`src/rtl/stopwatch_timebase.sv`:
```
// Stopwatch timekeeping core: 10 ms prescaler, cascaded cs/s/min/h counters,
// start/stop, lap snapshot and clear control. All outputs are binary.
module stopwatch_timebase #(
    parameter int TICK_DIV = 1_000_000,
    parameter int HOUR_MAX = 99
) (
    input  logic       clk,
    input  logic       rst_n,
    input  logic       start_stop,
    input  logic       lap,
    input  logic       clear,
    output logic [7:0] hours,
    output logic [7:0] minutes,
    output logic [7:0] seconds,
    output logic [7:0] centisec,
    output logic       running,
    output logic       lap_active
);

    localparam int              PW         = (TICK_DIV > 1) ? $clog2(TICK_DIV) : 1;
    localparam logic [PW-1:0]   PRESC_LAST = PW'(TICK_DIV - 1);
    localparam logic [7:0]      HOUR_LAST  = 8'(HOUR_MAX);

    typedef enum logic [1:0] {
        S_IDLE,
        S_RUN,
        S_LAP,
        S_PAUSE
    } state_t;

    state_t        r_state;
    state_t        w_state_nxt;
    logic          r_ss_q, r_lap_q, r_clr_q;
    logic [PW-1:0] r_presc;
    logic [7:0]    r_hr, r_min, r_sec, r_cs;
    logic [7:0]    r_snap_hr, r_snap_min, r_snap_sec, r_snap_cs;

    logic w_raw_ss, w_ev_clr, w_ev_ss, w_ev_lap;
    logic w_counting, w_tick, w_clear_cnt, w_take_snap;

    // Button events with priority clear > start_stop > lap
    always_comb begin
        w_ev_clr    = clear & ~r_clr_q;
        w_raw_ss    = start_stop & ~r_ss_q;
        w_ev_ss     = w_raw_ss & ~w_ev_clr;
        w_ev_lap    = lap & ~r_lap_q & ~w_ev_clr & ~w_raw_ss;
        w_counting  = (r_state == S_RUN) || (r_state == S_LAP);
        w_tick      = w_counting && (r_presc == PRESC_LAST);
        w_clear_cnt = (r_state == S_PAUSE) && w_ev_clr;
        w_take_snap = (r_state == S_RUN) && w_ev_lap;
    end

    // Button level registers for rising-edge detection
    always_ff @(posedge clk or negedge rst_n) begin
        if (!rst_n) begin
            r_ss_q  <= 1'b0;
            r_lap_q <= 1'b0;
            r_clr_q <= 1'b0;
        end else begin
            r_ss_q  <= start_stop;
            r_lap_q <= lap;
            r_clr_q <= clear;
        end
    end

    // FSM state register
    always_ff @(posedge clk or negedge rst_n) begin
        if (!rst_n) r_state <= S_IDLE;
        else        r_state <= w_state_nxt;
    end

    // Next-state logic, status flags and live/snapshot output mux
    always_comb begin
        w_state_nxt = r_state;
        running     = 1'b0;
        lap_active  = 1'b0;
        hours       = r_hr;
        minutes     = r_min;
        seconds     = r_sec;
        centisec    = r_cs;
        case (r_state)
            S_IDLE: begin
                if (w_ev_ss) w_state_nxt = S_RUN;
            end
            S_RUN: begin
                running = 1'b1;
                if (w_ev_ss)       w_state_nxt = S_PAUSE;
                else if (w_ev_lap) w_state_nxt = S_LAP;
            end
            S_LAP: begin
                running    = 1'b1;
                lap_active = 1'b1;
                hours      = r_snap_hr;
                minutes    = r_snap_min;
                seconds    = r_snap_sec;
                centisec   = r_snap_cs;
                if (w_ev_ss)       w_state_nxt = S_PAUSE;
                else if (w_ev_lap) w_state_nxt = S_RUN;
            end
            S_PAUSE: begin
                if (w_ev_ss)       w_state_nxt = S_RUN;
                else if (w_ev_clr) w_state_nxt = S_IDLE;
            end
            default: w_state_nxt = S_IDLE;
        endcase
    end

    // Prescaler: advances only while counting, holds its phase across a pause
    always_ff @(posedge clk or negedge rst_n) begin
        if (!rst_n) begin
            r_presc <= '0;
        end else if (w_clear_cnt) begin
            r_presc <= '0;
        end else if (w_counting) begin
            if (r_presc == PRESC_LAST) r_presc <= '0;
            else                       r_presc <= r_presc + PW'(1);
        end
    end

    // Cascaded live counters, full silent wrap after HOUR_MAX:59:59.99
    always_ff @(posedge clk or negedge rst_n) begin
        if (!rst_n) begin
            r_hr  <= '0;
            r_min <= '0;
            r_sec <= '0;
            r_cs  <= '0;
        end else if (w_clear_cnt) begin
            r_hr  <= '0;
            r_min <= '0;
            r_sec <= '0;
            r_cs  <= '0;
        end else if (w_tick) begin
            if (r_cs == 8'd99) begin
                r_cs <= '0;
                if (r_sec == 8'd59) begin
                    r_sec <= '0;
                    if (r_min == 8'd59) begin
                        r_min <= '0;
                        if (r_hr == HOUR_LAST) r_hr <= '0;
                        else                   r_hr <= r_hr + 8'd1;
                    end else begin
                        r_min <= r_min + 8'd1;
                    end
                end else begin
                    r_sec <= r_sec + 8'd1;
                end
            end else begin
                r_cs <= r_cs + 8'd1;
            end
        end
    end

    // Lap snapshot captures the live count before any same-edge increment
    always_ff @(posedge clk or negedge rst_n) begin
        if (!rst_n) begin
            r_snap_hr  <= '0;
            r_snap_min <= '0;
            r_snap_sec <= '0;
            r_snap_cs  <= '0;
        end else if (w_take_snap) begin
            r_snap_hr  <= r_hr;
            r_snap_min <= r_min;
            r_snap_sec <= r_sec;
            r_snap_cs  <= r_cs;
        end
    end

endmodule
```
`config.mk`:
```
export PLATFORM = sky130hd
export DESIGN_NAME = stopwatch_timebase
export DESIGN_NICKNAME = d
export VERILOG_FILES = /design/src/rtl/stopwatch_timebase.sv
export SDC_FILE = /design/constraint.sdc
export NUM_CORES = 1
export LEC_CHECK = 0
export ABC_AREA = 1
export BUFFER_PORTS_ARGS = -buffer_cell sky130_fd_sc_hd__buf_2
export CAP_MARGIN = 20
export CORE_ASPECT_RATIO = 1.4
export CORE_MARGIN = 2
export CORE_UTILIZATION = 60
export DETAILED_ROUTE_END_ITERATION = 7
export PLACE_DENSITY = 0.89
export SLEW_MARGIN = 20
export SYNTH_ARGS = -nofsm -noshare
export SYNTH_HDL_FRONTEND = slang
export SYNTH_SLANG_ARGS = --single-unit
```
`constraint.sdc`:
```
create_clock -name clk -period 2 [get_ports clk]
set_clock_uncertainty 0.15 [all_clocks]
set_input_delay 0.2 -clock clk [delete_from_list [all_inputs] [get_ports clk]]
set_output_delay 0.2 -clock clk [all_outputs]
set_load 0.01 [all_outputs]
```
Yosys cells after proc, flatten, opt, wreduce, memory -nomap -nowiden
Cells that the tools add are included.

Word-level logic and storage cells: 91. Input bits: 5. Output and inout bits: 34. Flip-flop bits (word level): 89.

Bitwise operators: 11. Equal/unequal tests: 12. Reduce and logical (&&, ||, !) cells: 15. Mux-type cells: 35. Add/subtract/negate cells: 5.

Operator list (count): $mux W8 (22); $mux W20 (3); $add A8 B1 Y8 const B (4); $add A20 B1 Y20 const B (1); $eq A20 B20 Y1 const B (1); $eq A8 B6 Y1 const B (2); $eq A8 B7 Y1 const B (2); $mux W2 (7); $reduce_bool A2 Y1 (5); $ne A3 B3 Y1 const B (3); $pmux W2 S4 (1); $reduce_and A4 Y1 (2); $and A1 B1 Y1 (6); $not A1 Y1 (5); $eq A2 B2 Y1 const B (2); $logic_and A1 B1 Y1 (3); $reduce_and A3 Y1 (1); $eq A2 B1 Y1 const B (1); $logic_not A2 Y1 (1); $mux W1 (2); $ne A2 B2 Y1 const B (1); $reduce_and A2 Y1 (1); $reduce_or A2 Y1 (1); $logic_or A1 B1 Y1 (1).

Longest topological paths before layout
Depth in word-level cells: 8. Depth in mapped cells: 11. Mapped depth without buffers: 10.

Least setup slack after synthesis
Ideal clock, no wire load.

Path kind: register -> output. Start: register r_state[0]. End: output centisec[0]. Path slack: 0.154 ns. Stages on the path, launching flop included: 7. Arrival: 1.496 ns. Path buffers: 2. Data required time: 1.650 ns. Cells stage by stage: dfrtp_1 > inv_1 > ha_1 > clkbuf_1 > clkbuf_1 > nand2_1 > o21ai_0.

Word-level cells in the longest chain between the ends: 2.

Ends and longest elaborated chain: from (decl) (RTL line 31) `state_t r_state;`; from (signal assigned) (RTL line 69) `else r_state <= w_state_nxt;`; $eq A2 B2 Y1 (RTL line 81) `case (r_state)`; $mux W8 (RTL line 81); to (decl) (RTL line 15) `output logic [7:0] centisec,`.

Every way passes these cells.

Final worst setup path
Start: register r_state[0]. End: output centisec[5].

Same word-level chain as after synthesis.

==> impl_metrics.toml <==
[status]
outcome = "finished, violations left"
violations = "negative setup slack"

[finish]
drive_gt1_share_pct = 22.4
fill_cells = 468
final_cells = 853
synthToLayoutAreaGrowth_pct = 24.1
diodes = 0
final_nets = 762

[run]
maxCapViolations = 0

[grt]
grt_max_degree = 90
grt_pass1_vias = 4735
antenna_found_initial = 0
overflow = 0
grt_first_pass_wirelength_um = 21700
grtUsageTotal_pct = 29.8

[synthesis]
synth_top_area_share_pct = 43.8
synthArstFlopShare_pct = 100
ys_seq_area_share_pct = 43.8
synthMostInstantiatedCell = "nand2_1"
synth_cells = 673
synth_edf_count = 0
yosys_warnings = 0
yosysTopAreaCell = "dfrtp_1"
postSynthAreaPerCell_um2 = 7.55
syn_area_um2 = 5080
ys_ff_latch = 89
synth_fp_nets = 688
yosys.cell_types.count = 32
ys_top_cells_by_area = "dfrtp_1, nand2_1, o21ai_0"
yosys-top-cells-count = "nand2_1, dfrtp_1, o21ai_0, inv_1, nor2_1"
synth_flop_cell = "dfrtp_1"

[power_and_ir_drop]
p_leak_nw = 2.98
power_mw = 6.86
cellPowerDensity_nw_per_um2 = 1090
peakVddDrop_mv = 0.653

[setup_path]
cpPeakStageDelay_ns = 0.47
timing.rr.start = "r_state[0]$_DFFE_PN0P_"
path_common_cell = "buf_8"
worstPathCellList = "inv_4 > ha_4 > buf_8 > buf_8 > nand2_1 > o21ai_2 > buf_2"
cp-end-kind = "output pin"
critPathRequiredTime_ns = 1.65
reg2reg_depth = 8
crit_fanout = 8
r2r-end = "r_sec[5]$_DFFE_PN0P_"
criticalPathCategory = "flip-flop to output pin"
worstPathArrival_ns = 1.78
slowest_stage = "dfrtp_2"
reg2reg_slack_ns = -0.06
startpoint_type = "flip-flop"

[place]
place_inst = 807
hpwl_um = 8450
finalWeightedCongestion = 0.938
port_buffers = 38

[floorplan]
start_util_pct = 62.0
core-area_um2 = 8200
die_area_um2 = 9230
fp.dieH_um = 113
io_pins = 39
num_rows = 39
fp.dieW_um = 81.8

[timing]
rsz0062_at_grt = "true"
post-route-min-period_ns = 2.13
finalSetupViolCount = 37
fin_crit_sh_pct = 107
hold_violations = 0
relSlewSlack_pct = 62.8
drv_slew = 0
max_clock_freq_mhz = 469
worst_slack_ns = -0.132
worstMarginPinSlew_ns = 0.558

[detailed_routing]
antenna_left = 0
first_iter_violations = 806
viasPerCell = 6.26
drtPass1Iterations = 8
wire_per_inst_um = 19.4
num_vias = 5343
wl_um = 16500
drcViolationCount = 0

[cts]
cts_buffer_depth = 2
cts.sinks = 89
cts_htree_levels = 3
cts_tree = "yes"
clk_latency_ns = 0.35
cts-root-buf = "clkbuf_16"
clkTransAtPathRegs_ns = 0.07
numCtsBuffers = 9

[worst_hold_path]
hold_class = "input pin to async pin"
power by group:
part           switching, mW  total [mW]  internal, mW
clock                  0.734        1.98          1.25
combinational           1.55        2.63          1.09
sequential             0.227        2.25          2.02
cells by family (layout without fill, tap and decap cells):
logic type / Yosys count / in the layout / synth area share (%)
and+or+nand+nor: 357 / 358 / 31.7
DFF: 89 / 89 / 43.8
adders and majority gates: 10 / 10 / 2.46
AOI/OAI and AO/OA: 112 / 112 / 11.9
xor gates and xnor gates: 13 / 13 / 2.24
buffers and inverters: 92 / 169 / 7.83
through the flow:
stage / instance area (µm²) / setup WS, ns / TNS [ns] / hold slack [ns] / util, %
2_1_floorplan: 5080 / 0.154 / 0 / -0.246 / -
3_3_place_gp: 5420 / 0.141 / 0 / 0.129 / 66.1
3_5_place_dp: 5420 / 0.0567 / 0 / 0.131 / 66.1
4_1_cts: 5850 / -0.0153 / -0.0153 / 0.311 / 71.4
5_1_grt: 6310 / -0.324 / -3.39 / 0.337 / 76.9
6_report: 6310 / -0.132 / -1.32 / 0.279 / 76.9
how the worst max path moves through the flow:
stage	cells past startpoint	slack, ns	to	start
2_1_floorplan	6	0.15	centisec[0]	r_state[0]$_DFFE_PN0P_
4_1_cts	8	-0.02	r_sec[5]$_DFFE_PN0P_	r_state[1]$_DFFE_PN0P_
3_5_place_dp	8	0.06	r_presc[16]$_DFFE_PN0P_	r_state[1]$_DFFE_PN0P_
3_3_place_gp	7	0.14	r_presc[13]$_DFFE_PN0P_	r_state[0]$_DFFE_PN0P_
6_report	7	-0.13	centisec[5]	r_state[0]$_DFFE_PN0P_
5_1_grt	5	-0.32	r_snap_cs[2]$_DFFE_PN0P_	r_state[1]$_DFFE_PN0P_
placed cells by master, fill, tap and decap left out, types with 27 or more instances in the layout:
cell type / n
nand2_1: 185
dfrtp_1: 87
inv_1: 61
nor2_1: 56
o21ai_0: 51
buf_2: 36
nand3_1: 34
nand4_1: 32
o21ai_1: 27
buf_4: 27
worst max-delay path, delay by kind of cell, from the launching register on:
kind	cells	cell delay, ns
flops	1	0.47
buf+inv	4	0.58
simple gates	1	0.10
fa+ha+maj	1	0.20
compound gates	1	0.09
flip-flops by register name (all words and copies together), names as in the netlist:
name / flops
r_sec: 8
r_lap_q: 1
r_ss_q: 1
r_min: 8
r_snap_cs: 8
r_snap_min: 8
r_clr_q: 1
r_state: 2
r_snap_sec: 8
r_cs: 8
r_hr: 8
r_snap_hr: 8
r_presc: 20
metal layers:
layer / vias up / GRT usage, % / share of wire (%)
met1: 2500 / 34.8 / 34
met3: 133 / 7.34 / 8.5
li1: 2345 / - / -
met4: 0 / 13.2 / 7.0
met5: - / 0 / 0
met2: 365 / 50.8 / 50
timing repair:
item	CTS	global route
hold buffers	4	0
endpoints found under the hold margin	92	0
gates cloned	1	9
setup endpoints to repair	32	60
gates resized for setup	6	68
pin swaps	0	14
setup buffers	0	17
layout make-up:
cell class | count | area, µm² | share of cell area [%]
clock buffer | 10 | 239 | 3.79
clock inverter | 5 | 104 | 1.65
sequential | 89 | 2230 | 35.4
tap | 102 | 128 | 2.02
timing repair buffer | 83 | 731 | 11.6
inverter | 71 | 269 | 4.27
multi-input combinational | 493 | 2610 | 41.3
(Power assumes the default switching activity.)
